### src/rtl/plru_req_driver_pkg.sv
// Shared types and defaults for the PLRU request driver: FSM states, parameter
// defaults, lane count and the saturating counter increment.
package plru_req_driver_pkg;

  localparam int DATA_WIDTH_DEF  = 32;
  localparam int TIMEOUT_CYC_DEF = 64;
  localparam int LANE_NUM        = 4;

  typedef enum logic [2:0] {
    IDLE,
    DRIVE,
    WAIT_FREE,
    RELEASE,
    WAIT_END
  } state_e;

  function automatic logic [15:0] sat_inc16(input logic [15:0] v);
    return (v == 16'hFFFF) ? v : v + 16'd1;
  endfunction

endpackage

### src/rtl/plru_ack_sync.sv
// Two-flop synchronizer for an asynchronous acknowledge, followed by a
// rising-edge detector producing a single-cycle pulse in the local domain.
module plru_ack_sync (
  input  logic clk_i,
  input  logic rst_n_i,
  input  logic async_i,
  output logic pulse_o
);

  logic meta_q;
  logic sync_q;
  logic prev_q;

  always_ff @(posedge clk_i or negedge rst_n_i) begin
    if (!rst_n_i) begin
      meta_q <= 1'b0;
      sync_q <= 1'b0;
      prev_q <= 1'b0;
    end else begin
      meta_q <= async_i;
      sync_q <= meta_q;
      prev_q <= sync_q;
    end
  end

  assign pulse_o = sync_q & ~prev_q;

endmodule

### src/rtl/plru_req_driver.sv
// Turns accepted access records into PLRU hit/refill requests, runs the
// drive/free/release/end handshake and keeps saturating event counters.
module plru_req_driver
  import plru_req_driver_pkg::*;
#(
  parameter int DATA_WIDTH  = DATA_WIDTH_DEF,
  parameter int TIMEOUT_CYC = TIMEOUT_CYC_DEF
) (
  input  logic                  forever_cpuclk,
  input  logic                  cpurst_b,
  input  logic                  rec_vld,
  output logic                  rec_rdy,
  input  logic                  rec_ld,
  input  logic                  rec_hit,
  input  logic [7:0]            rec_way,
  input  logic [6:0]            rec_addr,
  output logic [DATA_WIDTH-1:0] utlb_plru_read_hit,
  output logic                  utlb_plru_read_hit_vld,
  output logic                  utlb_plru_refill_on,
  output logic                  utlb_plru_refill_vld,
  output logic                  o_drive_hit,
  output logic                  o_drive_miss,
  input  logic                  i_free_hit,
  input  logic                  i_free_miss,
  output logic                  o_freeNext_end,
  input  logic                  i_driveNext_end,
  input  logic [DATA_WIDTH-1:0] plru_iutlb_ref_num,
  output logic                  vic_vld,
  output logic [DATA_WIDTH-1:0] vic_num,
  output logic [15:0]           cnt_hit,
  output logic [15:0]           cnt_miss,
  output logic [15:0]           cnt_skip,
  output logic                  err_timeout
);

  localparam int LANE_W = $clog2(LANE_NUM);
  localparam int WAIT_W = $clog2(TIMEOUT_CYC + 1);
  localparam logic [WAIT_W-1:0] WAIT_LAST = WAIT_W'(TIMEOUT_CYC - 1);

  state_e                state_q, state_d;
  logic [LANE_W-1:0]     lane_q, lane_d, lane_nxt;
  logic [WAIT_W-1:0]     wait_q, wait_d;
  logic                  hit_q, hit_d;
  logic                  live_q;
  logic [DATA_WIDTH-1:0] read_hit_q, read_hit_d;
  logic                  read_hit_vld_q, read_hit_vld_d;
  logic                  refill_on_q, refill_on_d;
  logic                  refill_vld_q, refill_vld_d;
  logic                  vic_vld_q, vic_vld_d;
  logic [DATA_WIDTH-1:0] vic_num_q, vic_num_d;
  logic [15:0]           cnt_hit_q, cnt_hit_d;
  logic [15:0]           cnt_miss_q, cnt_miss_d;
  logic [15:0]           cnt_skip_q, cnt_skip_d;
  logic                  err_q, err_d;
  logic                  timeout;
  logic                  accept;
  logic                  free_hit_p, free_miss_p, drive_end_p;
  logic                  addr_unused;

  plru_ack_sync u_sync_free_hit (
    .clk_i(forever_cpuclk), .rst_n_i(cpurst_b), .async_i(i_free_hit), .pulse_o(free_hit_p)
  );
  plru_ack_sync u_sync_free_miss (
    .clk_i(forever_cpuclk), .rst_n_i(cpurst_b), .async_i(i_free_miss), .pulse_o(free_miss_p)
  );
  plru_ack_sync u_sync_drive_end (
    .clk_i(forever_cpuclk), .rst_n_i(cpurst_b), .async_i(i_driveNext_end), .pulse_o(drive_end_p)
  );

  // The set address travels with the record but the PLRU request does not carry it.
  assign addr_unused = ^rec_addr;

  // live_q keeps rec_rdy low while reset is held and raises it one clock after release.
  assign rec_rdy  = (state_q == IDLE) & live_q;
  assign accept   = rec_vld & rec_rdy;
  assign lane_nxt = lane_q + LANE_W'(1);

  always_comb begin
    state_d        = state_q;
    lane_d         = lane_q;
    wait_d         = wait_q;
    hit_d          = hit_q;
    read_hit_d     = read_hit_q;
    read_hit_vld_d = read_hit_vld_q;
    refill_on_d    = refill_on_q;
    refill_vld_d   = refill_vld_q;
    vic_vld_d      = 1'b0;
    vic_num_d      = vic_num_q;
    cnt_hit_d      = cnt_hit_q;
    cnt_miss_d     = cnt_miss_q;
    cnt_skip_d     = cnt_skip_q;
    err_d          = err_q;
    timeout        = 1'b0;

    case (state_q)
      IDLE: begin
        if (accept) begin
          lane_d = lane_nxt;
          if (!rec_ld) begin
            cnt_skip_d = sat_inc16(cnt_skip_q);
          end else begin
            hit_d = rec_hit;
            if (rec_hit) begin
              read_hit_d     = DATA_WIDTH'(rec_way) << {lane_nxt, 3'b000};
              read_hit_vld_d = 1'b1;
            end else begin
              refill_on_d  = 1'b1;
              refill_vld_d = 1'b1;
            end
            state_d = DRIVE;
          end
        end
      end
      DRIVE: begin
        wait_d  = '0;
        state_d = WAIT_FREE;
      end
      WAIT_FREE: begin
        // Only the acknowledge matching the outstanding request type counts.
        if (hit_q ? free_hit_p : free_miss_p) begin
          if (hit_q) begin
            cnt_hit_d = sat_inc16(cnt_hit_q);
          end else begin
            cnt_miss_d = sat_inc16(cnt_miss_q);
            vic_num_d  = plru_iutlb_ref_num;
            vic_vld_d  = 1'b1;
          end
          state_d = RELEASE;
        end else if (wait_q == WAIT_LAST) begin
          timeout = 1'b1;
        end else begin
          wait_d = wait_q + WAIT_W'(1);
        end
      end
      RELEASE: begin
        wait_d  = '0;
        state_d = WAIT_END;
      end
      WAIT_END: begin
        if (drive_end_p) begin
          read_hit_d     = '0;
          read_hit_vld_d = 1'b0;
          refill_on_d    = 1'b0;
          refill_vld_d   = 1'b0;
          state_d        = IDLE;
        end else if (wait_q == WAIT_LAST) begin
          timeout = 1'b1;
        end else begin
          wait_d = wait_q + WAIT_W'(1);
        end
      end
      default: state_d = IDLE;
    endcase

    if (timeout) begin
      err_d          = 1'b1;
      read_hit_d     = '0;
      read_hit_vld_d = 1'b0;
      refill_on_d    = 1'b0;
      refill_vld_d   = 1'b0;
      state_d        = IDLE;
    end
  end

  always_ff @(posedge forever_cpuclk or negedge cpurst_b) begin
    if (!cpurst_b) begin
      state_q        <= IDLE;
      lane_q         <= '0;
      wait_q         <= '0;
      hit_q          <= 1'b0;
      live_q         <= 1'b0;
      read_hit_q     <= '0;
      read_hit_vld_q <= 1'b0;
      refill_on_q    <= 1'b0;
      refill_vld_q   <= 1'b0;
      vic_vld_q      <= 1'b0;
      vic_num_q      <= '0;
      cnt_hit_q      <= '0;
      cnt_miss_q     <= '0;
      cnt_skip_q     <= '0;
      err_q          <= 1'b0;
    end else begin
      state_q        <= state_d;
      lane_q         <= lane_d;
      wait_q         <= wait_d;
      hit_q          <= hit_d;
      live_q         <= 1'b1;
      read_hit_q     <= read_hit_d;
      read_hit_vld_q <= read_hit_vld_d;
      refill_on_q    <= refill_on_d;
      refill_vld_q   <= refill_vld_d;
      vic_vld_q      <= vic_vld_d;
      vic_num_q      <= vic_num_d;
      cnt_hit_q      <= cnt_hit_d;
      cnt_miss_q     <= cnt_miss_d;
      cnt_skip_q     <= cnt_skip_d;
      err_q          <= err_d;
    end
  end

  assign utlb_plru_read_hit     = read_hit_q;
  assign utlb_plru_read_hit_vld = read_hit_vld_q;
  assign utlb_plru_refill_on    = refill_on_q;
  assign utlb_plru_refill_vld   = refill_vld_q;
  assign o_drive_hit            = (state_q == DRIVE) & hit_q;
  assign o_drive_miss           = (state_q == DRIVE) & ~hit_q;
  assign o_freeNext_end         = (state_q == RELEASE);
  assign vic_vld                = vic_vld_q;
  assign vic_num                = vic_num_q;
  assign cnt_hit                = cnt_hit_q;
  assign cnt_miss               = cnt_miss_q;
  assign cnt_skip               = cnt_skip_q;
  assign err_timeout            = err_q;

endmodule

### config.mk
export PLATFORM = sky130hd
export DESIGN_NAME = plru_req_driver
export DESIGN_NICKNAME = d
export VERILOG_FILES = /design/src/rtl/plru_req_driver_pkg.sv /design/src/rtl/plru_ack_sync.sv /design/src/rtl/plru_req_driver.sv
export SDC_FILE = /design/constraint.sdc
export NUM_CORES = 1
export LEC_CHECK = 0
export CAP_MARGIN = 20
export CORE_MARGIN = 5
export CORE_UTILIZATION = 40
export CTS_BUF_LIST = sky130_fd_sc_hd__clkbuf_8
export CTS_CLUSTER_DIAMETER = 40
export CTS_CLUSTER_SIZE = 25
export DETAILED_ROUTE_END_ITERATION = 12
export GPL_TIMING_DRIVEN = 0
export PLACE_DENSITY = 0.76
export SYNTH_ARGS = -nofsm -noshare
export SYNTH_HDL_FRONTEND = slang
export SYNTH_SLANG_ARGS = --single-unit
### constraint.sdc
create_clock -name forever_cpuclk -period 3.5 [get_ports forever_cpuclk]
set_clock_uncertainty 0.2 [all_clocks]
set_input_delay 1.05 -clock forever_cpuclk [delete_from_list [all_inputs] [get_ports forever_cpuclk]]
set_output_delay 1.05 -clock forever_cpuclk [all_outputs]
set_load 0.05 [all_outputs]
# == After elaboration in Yosys (flattened, before gate mapping) ==
# Index checks and enable logic that the tools add are counted.
# classes
n_mul,0
div,0
n_lt_le_gt_ge,0
n_eq_ne,16
bitwise_logic,15
n_addsub,5
n_mux,35
n_reduce_logical,14
shifts,1
# ops
cell,n
$mux W32,5
$pmux W32 S2,1
$add A16 B1 Y16 const B,3
$eq A16 B16 Y1 const B,3
$shl A8 B5 Y32,1
$mux W7,3
$pmux W7 S3,1
$ne A3 B3 Y1 const B,6
$mux W1,16
$reduce_and A4 Y1,4
$mux W3,5
$pmux W3 S5,1
$reduce_and A5 Y1,2
$reduce_and A3 Y1,3
$not A1 Y1,8
$add A7 B1 Y7 const B,1
$and A1 B1 Y1,7
$eq A7 B6 Y1 const B,1
$eq A3 B2 Y1 const B,2
$pmux W1 S2,3
$reduce_bool A3 Y1,2
$ne A2 B2 Y1 const B,2
$eq A3 B1 Y1 const B,1
$eq A3 B3 Y1 const B,1
other kinds (4),4
# word_totals
latch_bits,0
inputBits,55
n_memories,0
output_inout_bits,121
ramBits,0
rom_bits,0
reg_bits,139

# == Depth between registers and ports, before layout ==
# Gate-level depths: netlist of the first run.
# depth
word_depth,7
mapped_depth,9
mapped_depth_nobuf,6

# == Cells and area by module ==
# Synthesis of the first run repeated with hierarchy kept, for this count alone.
# unflattened
hier_cells,587
area_unflattened_um2,6058.3
# by_module_without_submodules
mod,seq_area_each_um2,cells_each,area_per_inst_um2,instances
plru_req_driver,3253.1,575,5791.8,1
plru_ack_sync,75.1,4,88.8,3

# == Least setup slack after synthesis of the first run ==
# No wires, ideal clock.
# synth_path
path_type,reg-to-output
start,reg state_q[2]
end,out o_drive_hit
slack_ns,0.132
stages_incl_launch_ff,5
t_arrival_ns,2.118
cell_sequence,dfrtp_1 > buf_6 > clkbuf_1 > nand2b_1 > nor3b_1
# synth_via
elab_chain_cells,2
# synth_lines
item,line_no,rtl
start: declaration,plru_req_driver.sv:40,"state_e state_q, state_d;"
start signal: assignment,plru_req_driver.sv:183,state_q <= state_d;
$eq A3 B1 Y1,plru_req_driver.sv:205,assign o_drive_hit = (state_q == DRIVE) & hit_q;
$and A1 B1 Y1,plru_req_driver.sv:205,
end: declaration,plru_req_driver.sv:21,"output logic o_drive_hit,"
# Every way passes these cells.

# == Worst setup path after layout of the first run ==
# layout_path
start,reg state_q[2]
end,out rec_rdy
# layout_via
elab_chain_cells,2
# layout_lines
item,line_no,rtl
$logic_not A3 Y1,plru_req_driver.sv:74,assign rec_rdy = (state_q == IDLE) & live_q;
$and A1 B1 Y1,plru_req_driver.sv:74,
end: declaration,plru_req_driver.sv:12,"output logic rec_rdy,"
# Every way passes these cells.

==> results.md, run 1 <==
* Number of synthesized flops with an enable pin at 0
* Max Fclk at 301 MHz
* M2 GR Usage at 26.6%
* Final Max Slew Viols at 0
* Initial Util at 40.6%
* Largest net degree at the start of global routing at 71
* Vias/cell at 4.99
* DR DRC count at 0
* Clock latency on the worst-skew pair at 0.44 ns
* Area Overhead vs Synth at 38.2%
* Busiest grt layer: met2
* Commonest cells post-synth: nand2_1, dfrtp_1, a21oi_1, or3_1, nand3_1
* Hpwl dp at 10.9 mm
* Worst-path clk slew at 0.08 ns
* DIE AREA at 17900 um^2
* Maximum clock path buffer count at 2
* Fillers at 1355
* PD cells at 831 nW/um^2
* WL/cell at 14.9 um
* Final core occ at 56.1%
* Post-route minimum period at 3.33 ns
* Dpl cell area at 8090 um^2
* Post-Syn Area per Cell at 9.93 um^2
* Max-cap violations at 0
* Mapped Nets at 678
* Final setup violation count at 0
* Gr usage total at 17.3%
* Post-synth ARST share at 100%
* Leak at 0.00381 uW
* Antenna Cells at 0
* Via count at 5023
* Pre-CTS WS at 0.0543 ns
* Synth warn at 0
* CTS tree: yes
* Post-CTS Setup Inserts at 0
* TritonRoute pass-1 iters at 4
* Share of cells above drive strength 1 at 7.33%
* Horiz. Die Dim at 134 um
* Data arrival time of the critical path at 2.08 ns
* Peak VDD IR at 0.000504 V
* Synth cell types at 55
* Top Ports at 176
* Status: finished clean
* Final Cell Area at 8500 um^2
* Ys flop type: dfrtp_1
* Drt total wl at 15.0 mm
* RSZ-0062 raised after global routing: no
* Final hold slack at 0.152 ns
* Cell Area, Synth at 6150 um^2
* Core Footprint at 15100 um^2
* Power, Total at 7070 uW
* Post-Synthesis Cells at 619
* Post-route antenna net violation count at 0
* Max FO, Critical Path at 19
* Most frequent cell after synthesis: nand2_1
* Fin worst setup slack at 0.172 ns
* GR Util met1 at 22.9%
* Initial antenna violation count at 0
* IO Port Bufs at 168
* Iteration-0 DRC Markers at 317
* Final Wtd Congestion at 0.821
* Number of global-route vias before repair at 5030
* Synth area leaders: dfrtp_1, nand2_1, xnor2_1
* Grt met3 use at 6.08%
* Least-Margin Pin Slew at 0.677 ns
* Gr ovfl total at 0
* Top cell type by total area after synthesis: dfrtp_1
* Seq/Total Area, Yosys at 56.6%
* Die Ht at 134 um
* Synth Register Bits at 139
* Fin crit share at 95.1%
* Hold Fails Final Rpt at 0
* Worst Hold Class: register to register
* Root buf cell: clkbuf_8
* Crit end category: output pin
* Clock sinks at 139
* Worst setup SP type: register
* FP Rows at 45
* First-pass GRT wire length at 25.0 mm
* Area share of the largest cell type after synthesis at 56.6%
* H-tree depth at 4
* Crit Path Category: register to output pin
* Relative slew slack at 54.7%
* Nets at 865
* Cts bufs inserted at 17
* CP Data Required Time at 2.25 ns
-- sequential cells by signal, summed over array words and instances, names as in the netlist, 2 cells and up --
register	count
vic_num	32
cnt_skip	16
wait_q	7
cnt_hit	16
state_q	3
cnt_miss	16
utlb_plru_read_hit	32
lane_q	2
-- where the power goes --
part | internal (uW) | switching, uW | leakage [uW] | total, uW
registers | 2050 | 310 | 0.00182 | 2360
clock network | 764 | 615 | 0.000217 | 1380
logic | 1080 | 2250 | 0.00178 | 3330
-- routing by layer --
| layer | part of all wire (%) | vias up |
|---|---|---|
| li1 | - | 2464 |
| met1 | 45 | 2410 |
| met2 | 46 | 132 |
| met3 | 7.2 | 17 |
| met4 | 1.4 | 0 |
| met5 | 0 | - |
-- worst paths after layout --
| check | from | depth (start not counted) | slack, ns | endpoint |
|---|---|---|---|---|
| worst max register to register | hit_q$_DFFE_PN0P_ | 6 | 0.98 | cnt_miss[8]$_DFFE_PN0P_ |
| max in group asynchronous | cpurst_b | 2 | 1.94 | cnt_skip[1]$_DFFE_PN0P_ |
| worst max-delay path | state_q[2]$_DFFE_PN0P_ | 3 | 0.17 | rec_rdy |
| worst min-delay path | u_sync_drive_end.meta_q$_DFF_PN0_ | 0 | 0.15 | u_sync_drive_end.sync_q$_DFF_PN0_ |
| worst min register to register | u_sync_drive_end.meta_q$_DFF_PN0_ | 0 | 0.15 | u_sync_drive_end.sync_q$_DFF_PN0_ |
| min in group asynchronous | cpurst_b | 1 | 0.41 | cnt_miss[15]$_DFFE_PN0P_ |
-- placed cells by master, fill, tap and decap left out, types with 3 or more instances in the layout --
cell type / count
xnor2_1: 27
xor2_1: 17
nand3_1: 31
nand2b_1: 15
nor2_1: 25
buf_2: 10
and3_1: 17
a211oi_1: 3
clkinvlp_4: 3
or3_1: 34
nand2_1: 161
nor4_1: 3
a21oi_1: 37
and4_1: 6
ha_1: 4
inv_1: 8
dfrtp_1: 139
clkbuf_8: 17
nand4_1: 10
clkbuf_1: 12
clkdlybuf4s50_1: 163
bufinv_16: 4
nor3_1: 9
and2_1: 5
or2_2: 3
mux2_2: 3
o21ai_0: 7
-- layout make-up --
class / count / area [um^2] / area share (%)
Buffer: 24 / 115 / 1.35
Inverter: 5 / 18.8 / 0.221
Clock buffer: 17 / 234 / 2.75
Tap cell: 188 / 235 / 2.77
Multi-Input combinational cell: 450 / 2530 / 29.8
Clock inverter: 15 / 185 / 2.18
Timing Repair Buffer: 169 / 1700 / 20.0
Sequential cell: 139 / 3480 / 40.9
-- cells by family after synthesis --
family                   share of synthesized area, %
AO/OA/AOI/OAI                                    6.76
XOR/XNOR                                         6.27
adder cells (fa/ha/maj)                         0.814
buffers and inverters                            2.24
flip-flops                                       56.6
multiplexers                                    0.550
other                                          0.0610
AND/OR/NAND/NOR                                  26.7
-- worst max-delay path, cell delays in order (launching register included) --
cell	delay, ns
dfrtp_1	0.42
buf_6	0.18
nor4b_4	0.45
dlygate4sd2_1	0.59
-- repair_timing --
| item | CTS | global route |
|---|---|---|
| resized for setup | 14 | 2 |
| hold buffers | 0 | 0 |
| setup endpoints to repair | 4 | 3 |
-- per-stage QoR --
stage | TNS (ns) | std cells
finish | 0 | 1007
global route | 0 | 1007
CTS | 0 | 1008
detailed placement | 0 | 976
global placement | -616.77 | 975
floorplan | 0 | 619
Power figures use the tool's default switching activity.
==> inputs of run 2 (changes only) <==
--- a/config.mk
+++ b/config.mk
@@ -7,13 +7,13 @@
 export LEC_CHECK = 0
 export CAP_MARGIN = 20
 export CORE_MARGIN = 5
-export CORE_UTILIZATION = 40
+export CORE_UTILIZATION = 45
 export CTS_BUF_LIST = sky130_fd_sc_hd__clkbuf_8
 export CTS_CLUSTER_DIAMETER = 40
 export CTS_CLUSTER_SIZE = 25
 export DETAILED_ROUTE_END_ITERATION = 12
 export GPL_TIMING_DRIVEN = 0
-export PLACE_DENSITY = 0.76
+export PLACE_DENSITY = 0.83
 export SYNTH_ARGS = -nofsm -noshare
 export SYNTH_HDL_FRONTEND = slang
 export SYNTH_SLANG_ARGS = --single-unit
==> results.md, run 2 (synthesis results as in run 1) <==
* Post-route antenna net violation count at 0 (unchanged)
* Cts bufs inserted at 17 (unchanged)
* CTS tree: yes
* Fillers at 1105 (-18%)
* Gr usage total at 19.2% (+1.9 points)
* Leak at 0.00380 uW (about the same)
* IO Port Bufs at 168 (unchanged)
* Power, Total at 7010 uW (-0.74%)
* Number of global-route vias before repair at 4940 (-1.8%)
* Final core occ at 63.6% (+7.5 points)
* Clk network pwr share at 18.7% (-0.8 points)
* Pre-CTS WS at 0.0679 ns (+0.0136 ns)
* Horiz. Die Dim at 127 um (-5.3%)
* Fin Setup TNS at 0 ns (unchanged)
* Core Footprint at 13300 um^2 (-12%)
* Worst setup SP type: register
* P_int at 3840 uW (-1.3%)
* Fin worst setup slack at 0.157 ns (-0.0155 ns)
* TritonRoute pass-1 iters at 5 (+1)
* Clock latency on the worst-skew pair at 0.45 ns (about the same)
* Post-route minimum period at 3.34 ns (+0.0155 ns)
* Least-Margin Pin Slew at 0.659 ns (-0.0183 ns)
* Post-CTS Setup Inserts at 0 (unchanged)
* Most frequent cells in the layout: clkdlybuf4s50_1, nand2_1, dfrtp_1, a21oi_1, or3_1
* Hpwl dp at 11.1 mm (+2.0%)
* Initial Util at 46.2% (+5.6 points)
* Final Max Slew Viols at 0 (unchanged)
* Vias/cell at 5.07 (+1.7%)
* Via count at 5041 (+0.36%)
* Status: finished clean
* CP Data Required Time at 2.25 ns (about the same)
* First-pass GRT wire length at 24.8 mm (-0.83%)
* Drt total wl at 15.2 mm (+1.0%)
* PD cells at 829 nW/um^2 (-0.31%)
* FP Rows at 42 (-6.7%)
* WL/cell at 15.3 um (+2.4%)
* Max Fclk at 299 MHz (-0.46%)
* Share of cells above drive strength 1 at 7.46% (+0.13 points)
* Combinational share of power at 47.6% (+0.5 points)
* Clock sinks at 139 (unchanged)
* Data arrival time of the critical path at 2.09 ns (about the same)
* Peak VDD IR at 0.000679 V (+35%)
* Worst Hold Class: register to register
* Largest net degree at the start of global routing at 80 (+13%)
* Switching portion of total power at 45.2% (+0.29 points)
* Area Overhead vs Synth at 37.7%
* DIE AREA at 16100 um^2 (-10%)
* Top Ports at 176 (unchanged)
* H-tree depth at 4 (unchanged)
* Final setup violation count at 0 (unchanged)
* NetSw at 3170 uW (-0.10%)
* DR DRC count at 0 (unchanged)
* Nets at 865 (unchanged)
* Final Wtd Congestion at 0.844 (+2.8%)
* Crit Path Category: register to output pin
* Die Ht at 127 um (-5.3%)
* Gr ovfl total at 0 (unchanged)
* Root buf cell: clkbuf_8
* Worst-path clk slew at 0.08 ns (about the same)
* Commonest non-fill, non-tap cell in the layout: clkdlybuf4s50_1
* Initial antenna violation count at 0 (unchanged)
* Fin crit share at 95.5% (+0.44 points)
* Maximum clock path buffer count at 2 (unchanged)
* Relative slew slack at 56.0% (+1.2 points)
* Crit end category: output pin
* RSZ-0062 raised after global routing: no
* Hold Fails Final Rpt at 0 (unchanged)
* Antenna Cells at 0 (unchanged)
* Sequential group share of total power at 33.7% (+0.4 points)
* Iteration-0 DRC Markers at 413 (+30%)
* Max FO, Critical Path at 19 (unchanged)
* Max-cap violations at 0 (unchanged)
[run 2: cell count changes in the layout (fill, tap and decap cells not counted), sizes merged]
| cell | previous run | this run |
|---|---|---|
| bufinv | 4 | 2 |
| clkbuf | 29 | 34 |
| clkinvlp | 3 | 1 |
| inv | 8 | 6 |
[run 2: repair_timing]
action,CTS,global route
setup endpoints to repair,4,3
resized for setup,12,4
gates cloned,0,0
hold buffers,0,0
[run 2: path summary, 6_finish.rpt]
kind	startpoint	endpoint	slack [ns]	cells after the start
setup / recovery	state_q[2]$_DFFE_PN0P_	rec_rdy	0.16	3
setup reg to reg	hit_q$_DFFE_PN0P_	cnt_miss[8]$_DFFE_PN0P_	0.95	6
hold reg to reg	u_sync_drive_end.meta_q$_DFF_PN0_	u_sync_drive_end.sync_q$_DFF_PN0_	0.15	0
min in group asynchronous	cpurst_b	cnt_miss[15]$_DFFE_PN0P_	0.36	1
hold / removal	u_sync_drive_end.meta_q$_DFF_PN0_	u_sync_drive_end.sync_q$_DFF_PN0_	0.15	0
max in group asynchronous	cpurst_b	cnt_skip[13]$_DFFE_PN0P_	1.96	2
[run 2: per-stage QoR]
stage | cell area [um^2] | hold WS (ns) | cells
6_report | 8460 | 0.149 | 994
3_3_place_gp | 8050 | 0.135 | 963
3_5_place_dp | 8080 | 0.135 | 964
4_1_cts | 8480 | 0.151 | 995
2_1_floorplan | 6150 | 0.131 | 619
5_1_grt | 8460 | 0.158 | 994
[run 2: final cells by class]
class | count | area (um^2) | share of cell area [%]
Sequential cell | 139 | 3480 | 41.1
Multi-Input combinational cell | 450 | 2530 | 29.9
Timing Repair Buffer | 169 | 1700 | 20.1
Clock buffer | 22 | 303 | 3.58
Tap cell | 176 | 220 | 2.60
Buffer | 24 | 115 | 1.36
Clock inverter | 9 | 95.1 | 1.12
Inverter | 5 | 18.8 | 0.222
[run 2: metal layers]
| metal | vias up | part of all wire, % | GRT usage [%] |
|---|---|---|---|
| met5 | - | 0 | 0 |
| met4 | 0 | 1.4 | 6.31 |
| met3 | 14 | 8.0 | 7.73 |
| met2 | 151 | 47 | 29.9 |
| met1 | 2400 | 43 | 24.5 |
| li1 | 2476 | - | - |
[run 2: power groups by stage]
stage,Combinational [uW],Sequential (uW),Clock (uW)
5_1_grt,3540,2430,1410
3_5_place_dp,3370,2390,0
3_3_place_gp,3320,2370,0
6_report,3340,2360,1310
2_1_floorplan,811,3730,0
4_1_cts,3370,2360,1340
[run 2: worst max-delay path, stage by stage (launching register included)]
cell and delay (ns):
dfrtp_1 0.42, buf_6 0.18, nor4b_4 0.44, dlygate4sd2_1 0.59
==> inputs of run 3 (changes only) <==
--- a/config.mk
+++ b/config.mk
@@ -13,7 +13,7 @@
 export CTS_CLUSTER_SIZE = 25
 export DETAILED_ROUTE_END_ITERATION = 12
 export GPL_TIMING_DRIVEN = 0
-export PLACE_DENSITY = 0.83
+export PLACE_DENSITY = 0.86
 export SYNTH_ARGS = -nofsm -noshare
 export SYNTH_HDL_FRONTEND = slang
 export SYNTH_SLANG_ARGS = --single-unit
==> constraint.sdc (replaced) <==
create_clock -name forever_cpuclk -period 2.79 [get_ports forever_cpuclk]
set_clock_uncertainty 0.2 [all_clocks]
set_input_delay 0.837 -clock forever_cpuclk [delete_from_list [all_inputs] [get_ports forever_cpuclk]]
set_output_delay 0.837 -clock forever_cpuclk [all_outputs]
set_load 0.05 [all_outputs]
==> results.md, run 3 (synthesis results as in run 1) <==
* Iteration-0 DRC Markers at 510 (+23%)
* Maximum clock path buffer count at 2 (unchanged)
* Area Overhead vs Synth at 40.1%
* Register area at 3480 um^2 (unchanged)
* Largest net degree at the start of global routing at 71 (-11%)
* Final Cell Area at 8610 um^2 (+1.8%)
* Final core occ at 64.8% (+1.1 points)
* Clock latency on the worst-skew pair at 0.43 ns (-0.02 ns)
* DR DRC count at 0 (unchanged)
* Crit Path Category: register to output pin
* Number of global-route vias before repair at 5053 (+2.3%)
* Root buf cell: clkbuf_8
* DIE AREA at 16100 um^2 (unchanged)
* CTS tree: yes
* Dpl cell area at 8090 um^2 (+0.12%)
* Gr ovfl total at 0 (unchanged)
* Post-route antenna net violation count at 0 (unchanged)
* Worst-path clk slew at 0.08 ns (about the same)
* Initial Util at 46.2% (unchanged)
* Final Max Slew Viols at 0 (unchanged)
* Core Footprint at 13300 um^2 (unchanged)
* Status: finished clean
* Via count at 5142 (+2.0%)
* Max Fclk at 365 MHz
* TritonRoute pass-1 iters at 6 (+1)
* Fin worst setup slack at 0.0537 ns (-0.103 ns)
* Antenna Cells at 0 (unchanged)
* Worst Hold Class: register to register
* Hpwl dp at 10.9 mm (-2.0%)
* Leak at 0.00423 uW (+11%)
* Multi-input gate area at 2560 um^2 (+0.99%)
* Peak VDD IR at 0.000611 V (-10%)
* Hold Path Stages at 0 (unchanged)
* PD cells at 1030 nW/um^2 (+25%)
* Hold Fails Final Rpt at 0 (unchanged)
* Vias/cell at 5.15 (+1.6%)
* Final setup violation count at 0 (unchanged)
* FP Rows at 42 (unchanged)
* Horiz. Die Dim at 127 um (unchanged)
* Clock sinks at 139 (unchanged)
* Cts bufs inserted at 17 (unchanged)
* Top Ports at 176 (unchanged)
* Worst setup SP type: register
* Crit end category: output pin
* CP Data Required Time at 1.75 ns (-0.50 ns)
* WL/cell at 15.1 um (-0.74%)
* Gr usage total at 19.1% (-0.064 points)
* Max FO, Critical Path at 10 (-9)
* Initial antenna violation count at 0 (unchanged)
* Data arrival time of the critical path at 1.70 ns (-0.39 ns)
* RSZ-0062 raised after global routing: yes
* Nets at 869 (+0.46%)
* Final hold slack at 0.151 ns (+0.00246 ns)
* Fillers at 1095 (-0.90%)
* H-tree depth at 4 (unchanged)
* Relative slew slack at 57.1% (+1.2 points)
* First-pass GRT wire length at 25.0 mm (+0.92%)
* Share of cells above drive strength 1 at 8.76% (+1.3 points)
* Fin crit share at 98.1%
* Final Wtd Congestion at 0.835 (-1.1%)
* IO Port Bufs at 168 (unchanged)
* Max-cap violations at 0 (unchanged)
* Drt total wl at 15.1 mm (-0.34%)
* Post-route minimum period at 2.74 ns
* Commonest non-fill, non-tap cell in the layout: nand2_1
* Die Ht at 127 um (unchanged)
* R2R cell count at 6 (unchanged)
* Most frequent cells in the layout: nand2_1, dfrtp_1, clkdlybuf4s50_1, a21oi_1, or3_1
* Pre-CTS WS at -0.379 ns (-0.447 ns)
* Least-Margin Pin Slew at 0.643 ns (-0.0162 ns)
run 3: changes by cell type in the layout (fill, tap and decap cells not counted), sizes merged:
cell / before / now
buf: 16 / 20
clkdlybuf4s15: 1 / 0
inv: 6 / 4
clkinvlp: 1 / 4
dlymetal6s2s: 0 / 21
dlygate4sd2: 1 / 9
bufinv: 2 / 3
clkdlybuf4s50: 163 / 133
run 3: what timing repair did:
item / in CTS / in global routing
gates resized for setup: 44 / 23
hold buffers: 0 / 0
setup endpoints to repair: 13 / 24
buffers inserted: 1 / 2
pin swaps: 2 / 1
run 3: critical path, stage by stage, from the launching register on:
cell       delay (ns)
dfrtp_1          0.42
buf_6            0.14
clkbuf_16        0.15
nand2b_4         0.17
nor3b_2          0.20
buf_6            0.18
run 3: path summary, 6_finish.rpt:
| check | startpoint | to | slack, ns |
|---|---|---|---|
| min in group asynchronous | cpurst_b | cnt_miss[11]$_DFFE_PN0P_ | 0.20 |
| worst min-delay path | u_sync_free_miss.meta_q$_DFF_PN0_ | u_sync_free_miss.sync_q$_DFF_PN0_ | 0.15 |
| worst max-delay path | state_q[2]$_DFFE_PN0P_ | o_drive_hit | 0.05 |
| max in group asynchronous | cpurst_b | cnt_skip[1]$_DFFE_PN0P_ | 1.44 |
| worst min register to register | u_sync_free_miss.meta_q$_DFF_PN0_ | u_sync_free_miss.sync_q$_DFF_PN0_ | 0.15 |
| worst max register to register | hit_q$_DFFE_PN0P_ | cnt_miss[8]$_DFFE_PN0P_ | 0.33 |
run 3: where the power goes:
group | switching [uW] | internal [uW] | leakage [uW]
registers | 385 | 2570 | 0.00182
logic | 2860 | 1400 | 0.00222
clock network | 751 | 947 | 0.000203
total | 3990 | 4910 | 0.00423
run 3: layout make-up:
class	instances	area share, %
Sequential cell	139	40.4
Timing Repair Buffer	172	20.7
Buffer	25	1.66
Multi-Input combinational cell	450	29.7
Tap cell	176	2.56
Clock buffer	20	3.20
Clock inverter	11	1.67
Inverter	5	0.218
run 3: through the flow:
stage                     setup TNS, ns  instances  total power (uW)
final                                 0        998              8910
after detailed placement          -6.32        964              7220
after global placement          -673.15        963              7140
after floorplan                       0        619              5700
after CTS                      -0.00328        996              8970
after global routing            -0.0434        998              9390
run 3: metal layers:
metal | vias up | track usage (%) | share of wire [%]
met1 | 2477 | 24.1 | 42
li1 | 2477 | - | -
met3 | 14 | 6.39 | 7.9
met2 | 174 | 30.9 | 48
met4 | 0 | 6.81 | 1.4
met5 | - | 0 | 0
